===== src/rtl/fetch_ctrl.sv =====
// Instruction-fetch sequencer: owns the PC, issues one imem request at a time,
// and hands instructions to decode through an output register plus a one-entry skid.
// Latency: imem data accepted at edge N is on if_* after edge N; stall parks one fetch in skid.
module fetch_ctrl #(
    parameter int                 ADDR_W   = 6,
    parameter logic [ADDR_W-1:0]  RESET_PC = '0,
    parameter int                 DATA_W   = 32
) (
    input  logic              clk,
    input  logic              rst,
    input  logic              stall,
    input  logic              br_valid,
    input  logic [ADDR_W-1:0] br_target,
    input  logic              imem_ready,
    input  logic [DATA_W-1:0] imem_rdata,
    output logic              ce,
    output logic [ADDR_W-1:0] pc,
    output logic              imem_req,
    output logic              if_valid,
    output logic [DATA_W-1:0] if_inst,
    output logic [ADDR_W-1:0] if_pc
);

    typedef enum logic [1:0] {
        S_OFF   = 2'd0,
        S_ISSUE = 2'd1,
        S_FULL  = 2'd2
    } state_t;

    localparam logic [ADDR_W-1:0] PC_ONE = {{(ADDR_W-1){1'b0}}, 1'b1};

    state_t              state;
    // The skid entry is occupied exactly when the FSM is in S_FULL, so no
    // separate valid bit is kept for it.
    logic [DATA_W-1:0]   skid_inst;
    logic [ADDR_W-1:0]   skid_pc;
    // Redirect that arrived while a request was still in flight; applied
    // once the stale response comes back.
    logic                pend;
    logic [ADDR_W-1:0]   pend_pc;

    logic                consume;
    logic                slot_free;

    // Decode takes the output register this cycle / the register can take new data.
    always_comb begin
        consume   = if_valid && !stall;
        slot_free = !if_valid || consume;
    end

    // Request level is decoded straight from the state register.
    assign imem_req = (state == S_ISSUE);

    // Fetch FSM, PC, output register, skid entry and pending-redirect tracking.
    always_ff @(posedge clk or posedge rst) begin
        if (rst) begin
            state     <= S_OFF;
            ce        <= 1'b0;
            pc        <= RESET_PC;
            if_valid  <= 1'b0;
            if_inst   <= '0;
            if_pc     <= '0;
            skid_inst <= '0;
            skid_pc   <= '0;
            pend      <= 1'b0;
            pend_pc   <= '0;
        end else begin
            case (state)
                S_OFF: begin
                    // Redirects are ignored until fetching is enabled.
                    state <= S_ISSUE;
                    ce    <= 1'b1;
                end

                S_ISSUE: begin
                    if (br_valid) begin
                        // Redirect wins over stall and ready; flush everything downstream.
                        if_valid <= 1'b0;
                        if (imem_ready) begin
                            // Response for the old path is dropped on the floor.
                            pc   <= br_target;
                            pend <= 1'b0;
                        end else begin
                            // Request still in flight: keep pc stable for memory,
                            // remember where to go once it returns.
                            pend    <= 1'b1;
                            pend_pc <= br_target;
                        end
                    end else if (imem_ready && pend) begin
                        // Stale response for a redirected request: discard it.
                        pc   <= pend_pc;
                        pend <= 1'b0;
                        if (consume) begin
                            if_valid <= 1'b0;
                        end
                    end else if (imem_ready && slot_free) begin
                        if_valid <= 1'b1;
                        if_inst  <= imem_rdata;
                        if_pc    <= pc;
                        pc       <= pc + PC_ONE;
                    end else if (imem_ready) begin
                        // Decode is stalled: park the completed fetch and stop issuing.
                        skid_inst <= imem_rdata;
                        skid_pc   <= pc;
                        pc        <= pc + PC_ONE;
                        state     <= S_FULL;
                    end else if (consume) begin
                        if_valid <= 1'b0;
                    end
                end

                S_FULL: begin
                    if (br_valid) begin
                        if_valid <= 1'b0;
                        pc       <= br_target;
                        state    <= S_ISSUE;
                    end else if (consume) begin
                        // Drain the skid into the output register and resume fetching.
                        if_valid <= 1'b1;
                        if_inst  <= skid_inst;
                        if_pc    <= skid_pc;
                        state    <= S_ISSUE;
                    end
                end

                default: begin
                    state <= S_OFF;
                end
            endcase
        end
    end

endmodule


===== config.mk =====
export PLATFORM = sky130hd
export DESIGN_NAME = fetch_ctrl
export DESIGN_NICKNAME = d
export VERILOG_FILES = /design/src/rtl/fetch_ctrl.sv
export SDC_FILE = /design/constraint.sdc
export NUM_CORES = 1
export LEC_CHECK = 0
export ABC_CLOCK_PERIOD_IN_PS = 3700
export CORE_MARGIN = 1
export CORE_UTILIZATION = 45
export CTS_BUF_LIST = sky130_fd_sc_hd__clkbuf_4 sky130_fd_sc_hd__clkbuf_8 sky130_fd_sc_hd__clkbuf_16
export DETAILED_ROUTE_END_ITERATION = 12
export PLACE_DENSITY = 0.8
export SLEW_MARGIN = 10
export SYNTH_ARGS = -nofsm -noshare
export SYNTH_HDL_FRONTEND = slang
export SYNTH_SLANG_ARGS = --single-unit

===== constraint.sdc =====
create_clock -name clk -period 3.7 [get_ports clk]
set_clock_uncertainty 0.1 [all_clocks]
set_input_delay 0.37 -clock clk [delete_from_list [all_inputs] [get_ports clk]]
set_output_delay 0.37 -clock clk [all_outputs]
set_load 0.05 [all_outputs]

==> summary.md <==
| Metric | Value |
|---|---|
| Post-DP Area | `0.00530 mm2` |
| Most used DFF post-synth | `dfrtp_1` |
| Peak Freq | `0.384 GHz` |
| Reg-to-reg critical path endpoint | `state[1]$_DFFE_PP0P_` |
| HP Class | `flop to flop` |
| Total GRT Usage | `20.0%` |
| Final setup margin | `1.10 ns` |
| Utilization after layout | `59.6%` |
| Final setup viols | `0` |
| Clk sinks | `93` |
| Seq cells post-synth | `between 90 and 100` |
| Max cap viols | `0` |
| # rows | `35` |
| Remaining global-route overflow | `0` |
| Outcome | `finished clean` |
| Post-synth cell types | `44` |
| EDFF count, synth | `0` |
| Post-cts gate resize count | `0` |
| Post-detailed-route count of antenna-violating nets | `0` |
| Worst Path Max Fanout | `7` |
| Post-route minimum period | `2.60 ns` |
| Mapped Area | `0.00434 mm2` |
| Final net count | `481` |
| Max Slew Vio Count | `0` |
| Io pins | `90` |
| Seq/Total Area, Yosys | `53.6%` |
| Setup Buffers After CTS | `0` |
| Synth top area share | `53.6%` |
| DR vias | `3060` |
| Clk_lat worst skew | `0.36 ns` |
| DRC | `0` |
| Core ar. | `0.00928 mm2` |
| RSZ-0062 raised after global routing | `no` |
| Max_slew headroom | `42.5%` |
| Placed cell count | `550` |
| Mean post-synth cell area | `12.4 um2` |
| Layout cells sized above 1 | `17.2%` |
| Worst hold margin | `around 0.38 ns` |
| Asr flop ratio synth | `100%` |
| WL/cell | `between 15 and 20 um` |
| Total CTS buffers | `9` |
| Total power divided by cell area | `approximately 1100 mW/mm2` |
| Worst Setup End Kind | `primary output` |
| CTS Buffer Depth | `2` |
| Total wire length | `roughly 9.6 mm` |
| Die ar. | `around 0.01 mm2` |
| Fin crit share | `between 70% and 80%` |
| Layout Cells excl Fill | `566` |
| CTS root buffer | `clkbuf_8` |
| Synth-to-Final Area Change | `27.4%` |
| CTS tree | `built` |
| Fin. Hold Viols | `0` |
| Worst R2R Path Depth | `6` |
| Worst setup path start | `state[1]$_DFFE_PP0P_` |
| Port Buffers | `89` |
| Largest net degree at the start of global routing | `94` |
| FF-to-FF Start | `state[0]$_DFFE_PP0P_` |
| Mapped Nets | `399` |
| Largest cells by area after synthesis | `dfrtp_1, a21oi_1, mux2i_1` |
| Routed vias/inst | `5.41` |
| Starting Density | `46.8%` |
| Crit path launch type | `flop` |
| Kind of critical path | `flop to primary output` |
| Hold depth | `1` |
| Final Cell Area | `0.00553 mm2` |
| Die W | `100 um` |
| Clock slew at reported path FFs | `0.09 ns` |
| Ant diodes | `0` |
| Drt pass-1 iters | `4` |
| Commonest cells after routing, fill and taps aside | `dfrtp_1, clkdlybuf4s50_1, a21oi_1` |
| Hold endpoint | `ce$_DFFE_PP0P_` |
| Hold_sp | `ce$_DFFE_PP0P_` |
| Syn Inst Count | `between 300 and 400` |
| Dpl ws | `roughly 0.96 ns` |
| Area leader, netlist | `dfrtp_1` |
| Worst Path Required | `about 3.2 ns` |
| Vias in the first global route | `3124` |
| Die Height | `100 um` |
| Reg-to-reg setup timing slack | `1.24 ns` |
| Synth Warn # | `0` |
| Max IR drop VDD | `approximately 0.00053 V` |
| LEAKAGE | `2.32 nW` |
| Initial antenna violation count | `0` |
| Setup_tns | `0 ns` |
| Initial DRC count | `96` |
| Slew at the pin closest to its max-slew limit | `0.862 ns` |
| Fill cells | `766` |
| Most common cell after layout, fill and taps aside | `dfrtp_1` |
| Final GP Congestion | `0.797` |
| Clock H-tree levels | `3` |
| Hold_buf cts | `0` |
| Detailed placement HPWL | `6.11 mm` |
| Total Power | `5.85 mW` |
| Worst endpoint data arrival time | `2.13 ns` |
| First-pass GRT wire length | `15.6 mm` |
-- layout make-up --
| cell class | instances | area [um2] | share of cell area (%) |
|---|---|---|---|
| clock buffers | 11 | 145 | 2.62 |
| clock inverters | 5 | 83.8 | 1.51 |
| inverters | 7 | 31.3 | 0.565 |
| multi-input cells | 226 | 1840 | 33.2 |
| flip-flops and latches | 93 | 2330 | 42.1 |
| well taps | 129 | 161 | 2.92 |
| repair buffers | 95 | 948 | 17.1 |
-- critical path: stages (launching register included) --
cell             delay, ns
dfrtp_1               0.42
inv_1                 0.11
ha_1                  0.37
clkdlybuf4s50_1       0.88
-- cells by family after synthesis --
group / synth area share [%]
adder cells (fa/ha/maj): 1.73
multiplexers: 22.9
XOR/XNOR: 0.403
flip-flops: 53.6
AO/OA/AOI/OAI: 12.9
AND/OR/NAND/NOR: 3.92
buffers and inverters: 4.61
-- worst max-delay path by stage --
| stage | end | slack [ns] |
|---|---|---|
| 3_5_place_dp | skid_inst[28]$_DFFE_PP0P_ | 0.96 |
| 4_1_cts | imem_req | 1.08 |
| 2_1_floorplan | ce$_DFFE_PP0P_ | 0.81 |
| 3_3_place_gp | skid_inst[27]$_DFFE_PP0P_ | 1.01 |
| 5_1_grt | imem_req | 0.99 |
| 6_report | imem_req | 1.10 |
-- routing by layer --
layer / track usage (%) / share of wire [%]
met5: 0 / 0
met4: 8.25 / 1.1
met3: 3.83 / 3.7
met2: 32.9 / 50
met1: 26.1 / 46
-- registers in the layout (all words and copies together) (netlist names) --
name       flops
pend_pc        6
if_valid       1
if_pc          6
ce             1
if_inst       32
skid_pc        6
skid_inst     32
pend           1
pc             6
state          2
-- where the power goes --
part / switching, mW / internal [mW] / total (mW)
logic: 1.98 / 1.23 / 3.21
clock network: 0.359 / 0.408 / 0.767
registers: 0.337 / 1.54 / 1.87
total: 2.67 / 3.18 / 5.85
-- cells in the mapped netlist (2+ instances only) --
library cell and n:
dfrtp_1 93, a21oi_1 84, mux2i_1 40, mux2_2 25, mux2_4 20, buf_2 8
nand2_1 8, ha_1 6, inv_1 6, buf_4 5, nand3_1 5, o21ai_0 5
clkbuf_1 4, nor2_1 4, buf_6 3, buf_1 2, buf_12 2, nand2b_1 2
nand3b_1 2, o22a_1 2
Power figures use the tool's default switching activity.
